--- config.mk ---
export PLATFORM = sky130hd
export DESIGN_NAME = pg_mc_alu
export DESIGN_NICKNAME = d
export VERILOG_FILES = /design/src/rtl/pg_alu_pkg.sv /design/src/rtl/pg_alu_div.sv /design/src/rtl/pg_mc_alu.sv
export SDC_FILE = /design/constraint.sdc
export NUM_CORES = 1
export LEC_CHECK = 0
export CAP_MARGIN = 25
export CORE_MARGIN = 2
export CORE_UTILIZATION = 55
export CTS_BUF_LIST = sky130_fd_sc_hd__clkbuf_4 sky130_fd_sc_hd__clkbuf_8
export DETAILED_ROUTE_END_ITERATION = 8
export PLACE_DENSITY_LB_ADDON = 0.05
export SLEW_MARGIN = 20
export SYNTH_ARGS = -nofsm -noshare
export SYNTH_HDL_FRONTEND = slang
export SYNTH_HIERARCHICAL = 1
export SYNTH_SLANG_ARGS = --single-unit
--- constraint.sdc ---
create_clock -name clk -period 14.1 [get_ports clk]
set_input_delay 2.82 -clock clk [delete_from_list [all_inputs] [get_ports clk]]
set_output_delay 2.82 -clock clk [all_outputs]
set_load 0.03 [all_outputs]
--- src/rtl/pg_alu_pkg.sv ---
// Shared definitions for the power-gated multi-cycle ALU: opcodes, FSM
// states, flag bit positions and a helper that packs the flag vector.
package pg_alu_pkg;

    localparam logic [3:0] OP_ADD  = 4'd0;
    localparam logic [3:0] OP_SUB  = 4'd1;
    localparam logic [3:0] OP_AND  = 4'd2;
    localparam logic [3:0] OP_OR   = 4'd3;
    localparam logic [3:0] OP_XOR  = 4'd4;
    localparam logic [3:0] OP_NOR  = 4'd5;
    localparam logic [3:0] OP_SHL  = 4'd6;
    localparam logic [3:0] OP_XNOR = 4'd7;
    localparam logic [3:0] OP_MUL  = 4'd8;
    localparam logic [3:0] OP_DIV  = 4'd9;
    localparam logic [3:0] OP_SHR  = 4'd10;
    localparam logic [3:0] OP_SRA  = 4'd11;

    typedef enum logic [1:0] {
        S_IDLE = 2'd0,
        S_MUL  = 2'd1,
        S_DIV  = 2'd2,
        S_DONE = 2'd3
    } state_t;

    localparam int FLG_ZERO  = 0;
    localparam int FLG_CARRY = 1;
    localparam int FLG_OVF   = 2;
    localparam int FLG_DBZ   = 3;

    function automatic logic [3:0] make_flags(input logic dbz, input logic ovf,
                                              input logic carry, input logic zero);
        logic [3:0] f;
        f            = '0;
        f[FLG_DBZ]   = dbz;
        f[FLG_OVF]   = ovf;
        f[FLG_CARRY] = carry;
        f[FLG_ZERO]  = zero;
        return f;
    endfunction

endpackage

--- src/rtl/pg_alu_div.sv ---
// Unsigned restoring divider, one quotient bit per cycle. The dividend is
// shifted out of r_quo MSB-first while quotient bits shift in at the bottom.
// o_done is asserted during the cycle of the final iteration and the
// quotient/remainder outputs then show the post-iteration values, so the
// parent can capture them on the same edge. A zero divisor skips the loop
// and reports all-ones quotient, remainder = dividend, one cycle after start.
module pg_alu_div #(
    parameter int WIDTH = 16
) (
    input  logic             clk,
    input  logic             i_clr,
    input  logic             i_start,
    input  logic [WIDTH-1:0] i_a,
    input  logic [WIDTH-1:0] i_b,
    output logic             o_done,
    output logic [WIDTH-1:0] o_quotient,
    output logic [WIDTH-1:0] o_remainder,
    output logic             o_dbz
);

    localparam int CW = $clog2(WIDTH);

    logic             r_busy;
    logic             r_dbz;
    logic [CW-1:0]    r_cnt;
    logic [WIDTH-1:0] r_quo;
    logic [WIDTH-1:0] r_rem;
    logic [WIDTH-1:0] r_div;

    logic [WIDTH:0]   w_shift;
    logic [WIDTH:0]   w_trial;
    logic             w_fits;
    logic [WIDTH-1:0] w_rem_next;
    logic [WIDTH-1:0] w_quo_next;

    assign w_shift    = {r_rem, r_quo[WIDTH-1]};
    assign w_trial    = w_shift - {1'b0, r_div};
    assign w_fits     = ~w_trial[WIDTH];
    assign w_rem_next = w_fits ? w_trial[WIDTH-1:0] : w_shift[WIDTH-1:0];
    assign w_quo_next = {r_quo[WIDTH-2:0], w_fits};

    assign o_done      = r_dbz | (r_busy & (r_cnt == CW'(WIDTH - 1)));
    assign o_quotient  = r_dbz ? '1 : w_quo_next;
    assign o_remainder = r_dbz ? r_quo : w_rem_next;
    assign o_dbz       = r_dbz;

    // Load operands on start, then iterate one restoring step per cycle.
    always_ff @(posedge clk) begin
        if (i_clr) begin
            r_busy <= 1'b0;
            r_dbz  <= 1'b0;
            r_cnt  <= '0;
            r_quo  <= '0;
            r_rem  <= '0;
            r_div  <= '0;
        end else if (i_start) begin
            r_quo  <= i_a;
            r_div  <= i_b;
            r_rem  <= '0;
            r_cnt  <= '0;
            r_busy <= (i_b != '0);
            r_dbz  <= (i_b == '0);
        end else if (r_dbz) begin
            r_dbz  <= 1'b0;
        end else if (r_busy) begin
            r_quo  <= w_quo_next;
            r_rem  <= w_rem_next;
            r_cnt  <= r_cnt + CW'(1);
            if (o_done) begin
                r_busy <= 1'b0;
            end
        end
    end

endmodule

--- src/rtl/pg_mc_alu.sv ---
// Power-gated multi-cycle ALU. Valid/ready accept, single-cycle logic and
// arithmetic ops, counted-latency multiply, iterative divide. Losing power
// or asserting isolation kills any operation and returns to IDLE; isolation
// additionally clamps every output to 0. WIDTH must be a power of two >= 4
// and MUL_LAT >= 1.
//
//   state | meaning
//   IDLE  | waiting for an operation, in_ready when powered and not isolated
//   MUL   | multiply latency counter running 1..MUL_LAT
//   DIV   | divider iterating (or reporting divide-by-zero)
//   DONE  | result held with out_valid until out_ready
module pg_mc_alu
    import pg_alu_pkg::*;
#(
    parameter  int WIDTH   = 16,
    parameter  int MUL_LAT = 4,
    localparam int SHW     = $clog2(WIDTH)
) (
    input  logic             clk,
    input  logic             rst,
    input  logic             alu_pwr_en,
    input  logic             iso_en,
    input  logic             in_valid,
    output logic             in_ready,
    input  logic [3:0]       opcode,
    input  logic [WIDTH-1:0] A,
    input  logic [WIDTH-1:0] B,
    output logic             out_valid,
    input  logic             out_ready,
    output logic [WIDTH-1:0] result,
    output logic [WIDTH-1:0] result_hi,
    output logic [3:0]       flags,
    output logic             illegal,
    output logic             aborted
);

    localparam int CW = $clog2(MUL_LAT + 1);

    state_t           r_state;
    state_t           w_next_state;

    logic [CW-1:0]    r_cnt;
    logic [WIDTH-1:0] r_a;
    logic [WIDTH-1:0] r_b;
    logic [WIDTH-1:0] r_result;
    logic [WIDTH-1:0] r_result_hi;
    logic [3:0]       r_flags;
    logic             r_illegal;
    logic             r_aborted;

    logic             w_kill;
    logic             w_ready;
    logic             w_accept;
    logic             w_mul_last;
    logic [SHW-1:0]   w_sh;
    logic [WIDTH:0]   w_sum;
    logic [WIDTH:0]   w_diff;
    logic [WIDTH-1:0] w_sc_res;
    logic             w_sc_carry;
    logic             w_sc_ovf;
    logic             w_sc_illegal;
    logic [2*WIDTH-1:0] w_prod;

    logic             w_div_done;
    logic [WIDTH-1:0] w_div_quo;
    logic [WIDTH-1:0] w_div_rem;
    logic             w_div_dbz;

    assign w_kill     = ~alu_pwr_en | iso_en;
    assign w_ready    = (r_state == S_IDLE) & ~w_kill;
    assign w_accept   = in_valid & w_ready;
    assign w_mul_last = (r_state == S_MUL) & (r_cnt == CW'(MUL_LAT));
    assign w_sh       = B[SHW-1:0];
    assign w_sum      = {1'b0, A} + {1'b0, B};
    assign w_diff     = {1'b0, A} - {1'b0, B};
    assign w_prod     = {{WIDTH{1'b0}}, r_a} * {{WIDTH{1'b0}}, r_b};

    pg_alu_div #(
        .WIDTH(WIDTH)
    ) u_div (
        .clk         (clk),
        .i_clr       (rst | w_kill),
        .i_start     (w_accept & (opcode == OP_DIV)),
        .i_a         (A),
        .i_b         (B),
        .o_done      (w_div_done),
        .o_quotient  (w_div_quo),
        .o_remainder (w_div_rem),
        .o_dbz       (w_div_dbz)
    );

    // Single-cycle ops evaluate straight from the inputs at accept.
    always_comb begin
        w_sc_res     = '0;
        w_sc_carry   = 1'b0;
        w_sc_ovf     = 1'b0;
        w_sc_illegal = 1'b0;
        case (opcode)
            OP_ADD: begin
                w_sc_res   = w_sum[WIDTH-1:0];
                w_sc_carry = w_sum[WIDTH];
                w_sc_ovf   = (A[WIDTH-1] == B[WIDTH-1]) & (w_sum[WIDTH-1] != A[WIDTH-1]);
            end
            OP_SUB: begin
                w_sc_res   = w_diff[WIDTH-1:0];
                w_sc_carry = w_diff[WIDTH];
                w_sc_ovf   = (A[WIDTH-1] != B[WIDTH-1]) & (w_diff[WIDTH-1] != A[WIDTH-1]);
            end
            OP_AND:  w_sc_res = A & B;
            OP_OR:   w_sc_res = A | B;
            OP_XOR:  w_sc_res = A ^ B;
            OP_NOR:  w_sc_res = ~(A | B);
            OP_SHL:  w_sc_res = A << w_sh;
            OP_XNOR: w_sc_res = ~(A ^ B);
            OP_MUL:  w_sc_res = '0;
            OP_DIV:  w_sc_res = '0;
            OP_SHR:  w_sc_res = A >> w_sh;
            OP_SRA:  w_sc_res = $signed(A) >>> w_sh;
            default: w_sc_illegal = 1'b1;
        endcase
    end

    // Next-state decode; power loss or isolation overrides everything.
    always_comb begin
        w_next_state = r_state;
        case (r_state)
            S_IDLE: begin
                if (w_accept) begin
                    if (opcode == OP_MUL) begin
                        w_next_state = S_MUL;
                    end else if (opcode == OP_DIV) begin
                        w_next_state = S_DIV;
                    end else begin
                        w_next_state = S_DONE;
                    end
                end
            end
            S_MUL:   if (w_mul_last) w_next_state = S_DONE;
            S_DIV:   if (w_div_done) w_next_state = S_DONE;
            S_DONE:  if (out_ready)  w_next_state = S_IDLE;
            default: w_next_state = S_IDLE;
        endcase
        if (w_kill) begin
            w_next_state = S_IDLE;
        end
    end

    // State register.
    always_ff @(posedge clk) begin
        if (rst) begin
            r_state <= S_IDLE;
        end else begin
            r_state <= w_next_state;
        end
    end

    // Operand latches, multiply counter and result registers.
    always_ff @(posedge clk) begin
        if (rst || w_kill) begin
            r_cnt       <= '0;
            r_a         <= '0;
            r_b         <= '0;
            r_result    <= '0;
            r_result_hi <= '0;
            r_flags     <= '0;
            r_illegal   <= 1'b0;
            r_aborted   <= ~rst & (r_state != S_IDLE);
        end else begin
            r_aborted <= 1'b0;
            case (r_state)
                S_IDLE: begin
                    if (w_accept) begin
                        r_a <= A;
                        r_b <= B;
                        if (opcode == OP_MUL) begin
                            r_cnt <= CW'(1);
                        end else if (opcode != OP_DIV) begin
                            r_result    <= w_sc_res;
                            r_result_hi <= '0;
                            r_flags     <= make_flags(1'b0, w_sc_ovf, w_sc_carry,
                                                      w_sc_res == '0);
                            r_illegal   <= w_sc_illegal;
                        end
                    end
                end
                S_MUL: begin
                    r_cnt <= r_cnt + CW'(1);
                    if (w_mul_last) begin
                        r_cnt       <= '0;
                        r_result    <= w_prod[WIDTH-1:0];
                        r_result_hi <= w_prod[2*WIDTH-1:WIDTH];
                        r_flags     <= make_flags(1'b0, 1'b0, 1'b0,
                                                  w_prod[WIDTH-1:0] == '0);
                        r_illegal   <= 1'b0;
                    end
                end
                S_DIV: begin
                    if (w_div_done) begin
                        r_result    <= w_div_quo;
                        r_result_hi <= w_div_rem;
                        r_flags     <= make_flags(w_div_dbz, 1'b0, 1'b0,
                                                  w_div_quo == '0);
                        r_illegal   <= 1'b0;
                    end
                end
                default: ;
            endcase
        end
    end

    assign in_ready  = w_ready;
    assign out_valid = (r_state == S_DONE) & ~iso_en;
    assign result    = iso_en ? '0 : r_result;
    assign result_hi = iso_en ? '0 : r_result_hi;
    assign flags     = iso_en ? '0 : r_flags;
    assign illegal   = r_illegal & ~iso_en;
    assign aborted   = r_aborted & ~iso_en;

endmodule

==> reports/qor.yml, run 1 <==
status:
  status: "completed"
sta:
  hold_viol: 0
  finalSetupViolations: 0
  period_minus_slack_ps: 7410
  relSlewSlack: 0.267
  fin_worst_skew_ps: 24.9
  tns_ps: 0
  slew_viol_final: 0
  fin_crit_sh: 0.526
  worstMarginPinSlew_ps: 1100
  fmax_mhz: 135
  rsz0062_at_grt: "false"
global_routing:
  grt_pass1_wl_um: 106000
  grt_pass1_vias: 18540
  grt_util_all_layers: 0.357
  antenna_found_initial: 1
  grt_max_degree: 60
  grt_overflow_total: 0
critical_path:
  crit_arrival_ps: 4590
  crit_type: "in -> out"
  r2r_end: "r_result_hi[5]"
  reg2reg_from: "r_a[10]"
  startpoint_type: "primary input"
  critPathMaxFanout: 41
  end_kind: "output pin"
  r2r_slack_ps: 7300
  r2r_cells: 20
  required_ps: 11280
finish:
  fill_cells: 3437
  drive_gt1_frac: 0.0592
  syn_to_final_growth_pct: 6.67
  layout.nets: 2918
  antenna_cells: 0
  final_area_sq_um: 21500
clocking:
  h-tree-depth: 4
  clk_pin_slew_ps: 90
  clk_latency_ps: 480
  cts_root_buf: "clkbuf_8"
  cts_tree: "done"
  clock_sinks: 129
  cts_resized: 0
  numCtsBuffers: 17
  ctsHoldBuffers: 0
  cts_buffer_depth: 2
  cts_setup_buffers: 0
detailed_routing:
  firstDrtPassIters: 6
  vias: 18791
  wl_um: 67000
  drt_iter0_markers: 1691
  wl_per_cell_um: 22.5
  vias_per_cell: 6.30
  ant_nets: 0
  drc: 0
die:
  start_util: 0.554
  rows: 70
  core_area_sq_um: 36300
  die_h_um: 195
  ioPinCount: 82
  fp.dieW_um: 195
  die_area_sq_um: 38100
logic_synthesis:
  ys_ff_latch: 129
  yosysWarnings: 6
  synth_ff_type: "dfxtp_1"
  synth_area_leaders: "fa_1 20%, dfxtp_1 13%, ha_1 11%"
  yosys-top-cells-count: "345 x nand2_1, 308 x inv_1, 208 x a21oi_1, 197 x fa_1, 176 x ha_1"
  syn-cell-area_sq_um: 20100
  synthArstFlopShare: 0
  ys_types: 98
  synth_edf_count: 0
  yosysSeqAreaShare: 0.128
  yosysMostFrequentCell: "nand2_1"
  synth_nets: 2952
  postSynthCellCount: 2537
  synth_top_area_share: 0.196
  syn_area_per_cell_sq_um: 7.93
  synth_largest_area_cell: "fa_1"
min_path:
  whs_endpoint: "r_result_hi[7]"
  min_path_cells: 2
  hold_path_class: "reg -> reg"
  min_from: "r_result_hi[7]"
placed_design:
  place_area_sq_um: 21000
  hpwl_um: 51700
  portBuffers: 81
  gp_routability_congestion: 0.980
power_and_ir_drop:
  pwr_density_cell_nw_per_um2: 45.3
  power.leakage_uw: 0.00942
  ir_drop_v: 0.0000520
job:
  drv_cap: 0
[cell usage in the layout (no fill, tap or decap), types with 30 or more instances in the layout]
master / instances
nand2_1: 345
inv_1: 307
a21oi_1: 208
fa_1: 197
ha_1: 176
nor2_1: 149
dfxtp_1: 129
and2_1: 122
o21ai_0: 81
clkdlybuf4s50_1: 79
nor2b_1: 63
mux2i_1: 58
nor3_1: 31
xnor2_1: 30
[report_power, final]
part	switching, uW	leakage [uW]	internal (uW)
registers	4.90	0.00104	366
clock network	184	0.000214	167
logic	163	0.00817	88.3
total	352	0.00942	621
[final cells by class]
cell class	instances	area (sq um)	share of cell area
well taps	468	586	0.0273
clock buffers	17	234	0.0109
repair buffers	110	1030	0.0479
clock inverters	15	193	0.00898
inverters	312	1170	0.0546
multi-input cells	1933	15700	0.730
flip-flops and latches	129	2580	0.120
[cell families (layout without fill, tap and decap cells)]
logic type      after synthesis  after routing  share of synthesized area
simple gates                875            875                      0.213
compound gates              551            551                      0.179
buf+inv                     475            454                     0.0931
fa+ha+maj                   373            373                      0.305
flops                       129            129                      0.128
mux                          93             93                     0.0624
xor+xnor                     41             41                     0.0178
[worst max-delay path, stage by stage]
cell and delay [ps]:
clkdlybuf4s50_1 450, buf_4 380, nor2b_1 140, and2_1 190, clkdlybuf4s50_1 590
[registers in the layout, indices dropped and copies added (netlist names), 16 cells and up]
register / count
r_result_hi: 16
r_b: 16
u_div/r_div: 16
r_result: 16
r_a: 16
u_div/r_quo: 16
u_div/r_rem: 16
[routing by layer]
layer	track usage	part of all wire	routed length (um)
met5	0	0.00019	13
met4	0.135	0.041	2730
met3	0.0461	0.071	4740
met1	0.471	0.41	27700
met2	0.600	0.48	31800
[how the worst max path moves through the flow]
stage          startpoint        to  depth (start not counted)
2_1_floorplan      iso_en  flags[0]                          3
3_3_place_gp       iso_en  in_ready                          5
3_5_place_dp       iso_en  in_ready                          5
4_1_cts            iso_en  in_ready                          5
5_1_grt            iso_en  in_ready                          5
6_report           iso_en  in_ready                          5
[per-stage QoR]
step | hold WS (ps) | utilization | cells | total power [uW] | setup slack, ps
2_1_floorplan | 427 | - | 2537 | 538 | 7610
3_3_place_gp | 450 | 0.578 | 2950 | 620 | 6730
3_5_place_dp | 448 | 0.578 | 2951 | 621 | 6700
4_1_cts | 461 | 0.590 | 2983 | 971 | 6690
5_1_grt | 480 | 0.590 | 2984 | 1010 | 6640
6_report | 458 | 0.590 | 2984 | 973 | 6690
Note: power is estimated with default switching activity, not from simulation.
==> run 2: changes to the inputs <==
==> constraint.sdc (replaced) <==
create_clock -name clk -period 6.84 [get_ports clk]
set_input_delay 1.368 -clock clk [delete_from_list [all_inputs] [get_ports clk]]
set_output_delay 1.368 -clock clk [all_outputs]
set_load 0.03 [all_outputs]
==> run 2 against run 1 <==
Against the previous run:
- die area unchanged
- clock-buffer cell count increased by 3
- via count decreased by 0.58%
- critical path type is now reg -> reg
==> reports/qor.yml, run 2 (synthesis gave the netlist of run 1 again) <==
clocking:
  cts_tree: "done"
  cts_root_buf: "clkbuf_8"
  clk_pin_slew_ps: 100
  clk_latency_ps: 490
  numCtsBuffers: 17
  clock_sinks: 129
  cts_setup_buffers: 0
  h-tree-depth: 4
  cts_buffer_depth: 2
power_and_ir_drop:
  power.leakage_uw: 0.00955
  swShare: 0.361
  p_int_uw: 1260
  ir_drop_v: 0.000138
  pwr_density_cell_nw_per_um2: 91.0
  power.switching_uw: 712
  seqPwrFrac: 0.387
  comb_power_share: 0.271
  p_total_uw: 1970
  clkPwrFrac: 0.343
sta:
  fin_crit_sh: 0.950
  hold_viol: 0
  fmax_mhz: 154
  slew_viol_final: 0
  relSlewSlack: 0.338
  fin_worst_skew_ps: 26.5
  tns_ps: 0
  finalSetupViolations: 0
  rsz0062_at_grt: "false"
  worstMarginPinSlew_ps: 990
  period_minus_slack_ps: 6500
status:
  status: "completed"
critical_path:
  required_ps: 7230
  max_stage_delay_ps: 740
  crit_arrival_ps: 6890
  critPathSlowestCell: "dfxtp_1"
  end_kind: "flip-flop"
  critPathMaxFanout: 17
  startpoint_type: "flip-flop"
  cp_common_cell: "fa_1"
  crit_type: "reg -> reg"
  crit_chain: "and2_1 > fa_1 > inv_1 > fa_1 > inv_1 > fa_1 > fa_1 > fa_1 > inv_1 > fa_1 > inv_1 > ha_1 > a21oi_1 > a21boi_0 > a31oi_1 > o21ai_1 > o21ai_0 > a2111oi_0 > o31ai_1 > mux2i_1 > nand2_1"
die:
  start_util: 0.554
  core_area_sq_um: 36300
  ioPinCount: 82
  die_area_sq_um: 38100
  die_h_um: 195
  fp.dieW_um: 195
  rows: 70
global_routing:
  grt_overflow_total: 0
  antenna_found_initial: 2
  grt_pass1_wl_um: 104000
  grt_max_degree: 60
  grt_util_all_layers: 0.356
  grt_pass1_vias: 18047
job:
  drv_cap: 0
detailed_routing:
  drc: 0
  ant_nets: 0
  drt_iter0_markers: 1754
  vias_per_cell: 6.20
  wl_per_cell_um: 22.5
  vias: 18682
  firstDrtPassIters: 5
  wl_um: 67700
finish:
  drive_gt1_frac: 0.0708
  antenna_cells: 0
  final_cell_mix: "345 x nand2_1, 307 x inv_1, 208 x a21oi_1, 197 x fa_1, 176 x ha_1"
  layout.nets: 2946
  instances_no_fill: 3012
  layout_commonest_cell: "nand2_1"
  fill_cells: 3404
  syn_to_final_growth_pct: 7.54
min_path:
  hold_path_class: "reg -> reg"
placed_design:
  portBuffers: 81
  post-place-cells: 2980
  gp_routability_congestion: 0.994
  hpwl_um: 52400
==> run 2: changes by cell type in the layout (fill, tap and decap cells not counted), sizes merged <==
cell and change:
bufinv -1, buf +28, inv -2, clkbuf +3, clkinv -2, clkinvlp +2
==> run 2: power groups by stage <==
stage                     Sequential (uW)  Clock (uW)  Combinational [uW]
final                                 761         675                 533
after global routing                  762         716                 559
after CTS                             761         683                 515
after detailed placement              779           0                 512
after global placement                779           0                 511
after floorplan                       774           0                 336
==> run 2: final timing paths <==
| check | slack, ps | endpoint | depth (start not counted) | from |
|---|---|---|---|---|
| setup / recovery | 340 | r_result_hi[5] | 21 | r_b[5] |
| setup reg to reg | 340 | r_result_hi[5] | 21 | r_b[5] |
| hold reg to reg | 460 | r_result[12] | 2 | r_result[12] |
| hold / removal | 460 | r_result[12] | 2 | r_result[12] |
==> run 2: critical path, delay by kind of cell, from the launching register on <==
| kind | cells | cell delay (ps) |
|---|---|---|
| adder cells (fa/ha/maj) | 7 | 3120 |
| AO/OA/AOI/OAI | 7 | 1770 |
| flip-flops | 1 | 740 |
| AND/OR/NAND/NOR | 2 | 300 |
| buffers and inverters | 4 | 280 |
| multiplexers | 1 | 180 |
==> run 2: layout make-up <==
type	count	area (sq um)	share of cell area
Clock buffer	20	269	0.0124
Clock inverter	12	121	0.00561
Inverter	312	1170	0.0541
Multi-Input combinational cell	1933	15700	0.724
Sequential cell	129	2590	0.120
Tap cell	468	586	0.0271
Timing Repair Buffer	138	1230	0.0568
==> run 2: metal layers <==
| metal | part of all wire | global-route usage | up-vias |
|---|---|---|---|
| met1 | 0.42 | 0.481 | 9158 |
| li1 | - | - | 8536 |
| met2 | 0.46 | 0.574 | 851 |
| met4 | 0.039 | 0.138 | 0 |
| met3 | 0.083 | 0.0591 | 137 |
| met5 | 0 | 0 | - |
==> run 2: repair_timing <==
item                                   in CTS  in global routing
setup endpoints to repair                   0                  2
endpoints found under the hold margin       0                  0
gates resized for setup                     0                  3
hold buffers                                0                  0
==> run 2: stage by stage <==
step	hold WS [ps]	util	setup slack (ps)	area, sq um
final	457	0.595	339	21600
after global routing	475	0.595	0.670	21600
after CTS	458	0.595	351	21600
after detailed placement	445	0.585	382	21200
after global placement	443	0.584	478	21200
after floorplan	427	-	923	20100
==> run 3: changes to the inputs <==
--- a/config.mk
+++ b/config.mk
@@ -10,7 +10,9 @@
 export CORE_UTILIZATION = 55
 export CTS_BUF_LIST = sky130_fd_sc_hd__clkbuf_4 sky130_fd_sc_hd__clkbuf_8
 export DETAILED_ROUTE_END_ITERATION = 8
+export HOLD_SLACK_MARGIN = 0.12
 export PLACE_DENSITY_LB_ADDON = 0.05
+export REMOVE_ABC_BUFFERS = 1
 export SLEW_MARGIN = 20
 export SYNTH_ARGS = -nofsm -noshare
 export SYNTH_HDL_FRONTEND = slang
==> run 3 against run 2 <==
Against the previous run:
- flip-flop and latch count stayed put
- hold slack worse by 2.2 ps
- wire length rose by 4.1%
- global-route usage grew 1.6 points
- sequential share of layout area hardly changed
- clock skew is 11 ps lower
- non-clock buffer count increased by 5
- clock-buffer cell count fell by 3
- design area increased by 0.40%
- largest cell class unchanged
- highest routed layer unchanged
==> reports/qor.yml, run 3 (synthesis gave the netlist of run 1 again) <==
placed_design:
  portBuffers: 81
  gp_routability_congestion: 0.985
  hpwl_um: 54900
critical_path:
  r2r_cells: 20
  crit_type: "reg -> reg"
  crit_chain: "nand2_1 > fa_1 > inv_1 > fa_1 > fa_1 > fa_1 > fa_1 > inv_1 > fa_1 > inv_1 > ha_1 > nand4_1 > or3_1 > a21oi_1 > o21ai_1 > a21oi_1 > o21ai_0 > o31a_1 > mux2i_1 > a21oi_1"
  max_stage_delay_ps: 740
  cp_common_cell: "fa_1"
  crit_cells: 20
  r2r_slack_ps: 270
  required_ps: 7180
  path_delay_family: "adder cells"
  crit_buf_inv: 3
  end_kind: "flip-flop"
  startpoint_type: "flip-flop"
  crit_arrival_ps: 6920
  reg2reg_from: "r_b[10]"
  critPathMaxFanout: 17
  r2r_end: "r_result_hi[15]"
  critPathSlowestCell: "dfxtp_1"
min_path:
  hold_path_class: "reg -> reg"
  min_path_cells: 2
  whs_endpoint: "r_result[3]"
  min_from: "r_result[3]"
finish:
  antenna_cells: 0
  final_util: 0.598
  layout_commonest_cell: "nand2_1"
  layout.nets: 2951
  syn_to_final_growth_pct: 7.98
  final_cell_mix: "345 x nand2_1, 307 x inv_1, 208 x a21oi_1, 197 x fa_1, 176 x ha_1"
  drive_gt1_frac: 0.0781
die:
  core_area_sq_um: 36300
  start_util: 0.554
  ioPinCount: 82
  fp.dieW_um: 195
  die_h_um: 195
  die_area_sq_um: 38100
  rows: 70
sta:
  worstMarginPinSlew_ps: 1110
  slew_viol_final: 0
  fin_worst_skew_ps: 15.3
  tns_ps: 0
  period_minus_slack_ps: 6570
  hold_viol: 0
  fmax_mhz: 152
  finalSetupViolations: 0
  fin_crit_sh: 0.961
  rsz0062_at_grt: "false"
  relSlewSlack: 0.258
power_and_ir_drop:
  ir_drop_v: 0.000119
  power.switching_uw: 735
  seqPwrFrac: 0.371
  clkPwrFrac: 0.362
  comb_power_share: 0.267
  swShare: 0.358
  power.leakage_uw: 0.00959
  pwr_density_cell_nw_per_um2: 94.4
  p_int_uw: 1320
job:
  drv_cap: 0
detailed_routing:
  vias: 18803
  wl_per_cell_um: 23.4
  firstDrtPassIters: 7
  ant_nets: 0
  drt_iter0_markers: 1632
  wl_um: 70500
  drc: 0
  vias_per_cell: 6.23
global_routing:
  grt_max_degree: 71
  grt_overflow_total: 0
  grt_pass1_wl_um: 109000
  grt_util_all_layers: 0.372
  grt_pass1_vias: 18688
  antenna_found_initial: 0
clocking:
  h-tree-depth: 4
  clock_sinks: 129
  cts_root_buf: "clkbuf_8"
  numCtsBuffers: 17
  clk_pin_slew_ps: 90
  cts_tree: "done"
  cts_buffer_depth: 2
  cts_setup_buffers: 0
  clk_latency_ps: 470
status:
  status: "completed"
[run 3: final cells by class]
type,count,area [sq um]
fill,3392,14600
inverter,312,1170
clock inverter,15,199
tap,468,586
multi-input combinational,1933,15700
timing repair buffer,143,1260
clock buffer,17,234
sequential,129,2600
[run 3: worst min-delay path, cell delays in order, from the launching register on]
cell     delay, ps
dfxtp_1        310
nand2_1         50
a21oi_1         50
[run 3: worst max-delay path by stage]
stage	slack, ps	endpoint	startpoint
3_3_place_gp	270	r_result_hi[15]	r_a[6]
3_5_place_dp	240	r_result_hi[15]	r_a[6]
2_1_floorplan	1090	r_result_hi[8]	r_b[1]
5_1_grt	20	r_result_hi[15]	r_b[10]
4_1_cts	220	r_result_hi[15]	r_a[10]
6_report	270	r_result_hi[15]	r_b[10]
[run 3: power groups by stage]
stage                     sequential [uW]  clock (uW)  combinational [uW]
final                                 762         743                 547
after global routing                  763         777                 575
after floorplan                       776           0                 290
after detailed placement              779           0                 527
after global placement                779           0                 526
after CTS                             762         745                 530
[run 3: per-stage QoR]
stage          cells  power (uW)  area [sq um]  worst slack, ps  hold slack [ps]
3_5_place_dp    2985        1310         21300              240              442
5_1_grt         3017        2110         21700             15.7              469
6_report        3017        2050         21700              269              454
4_1_cts         3017        2040         21700              220              455
2_1_floorplan   2374        1070         19400             1090              427
3_3_place_gp    2984        1310         21300              275              441
[run 3: metal layers]
layer	track usage	vias up	part of all wire
li1	-	8549	-
met1	0.481	9211	0.41
met2	0.603	818	0.46
met3	0.0603	225	0.073
met4	0.193	0	0.057
met5	0	-	0
[run 3: what timing repair did]
action / 4_1_cts / 5_1_grt
gates resized for setup: 0 / 16
setup endpoints to repair: 0 / 8
hold buffers: 0 / 0
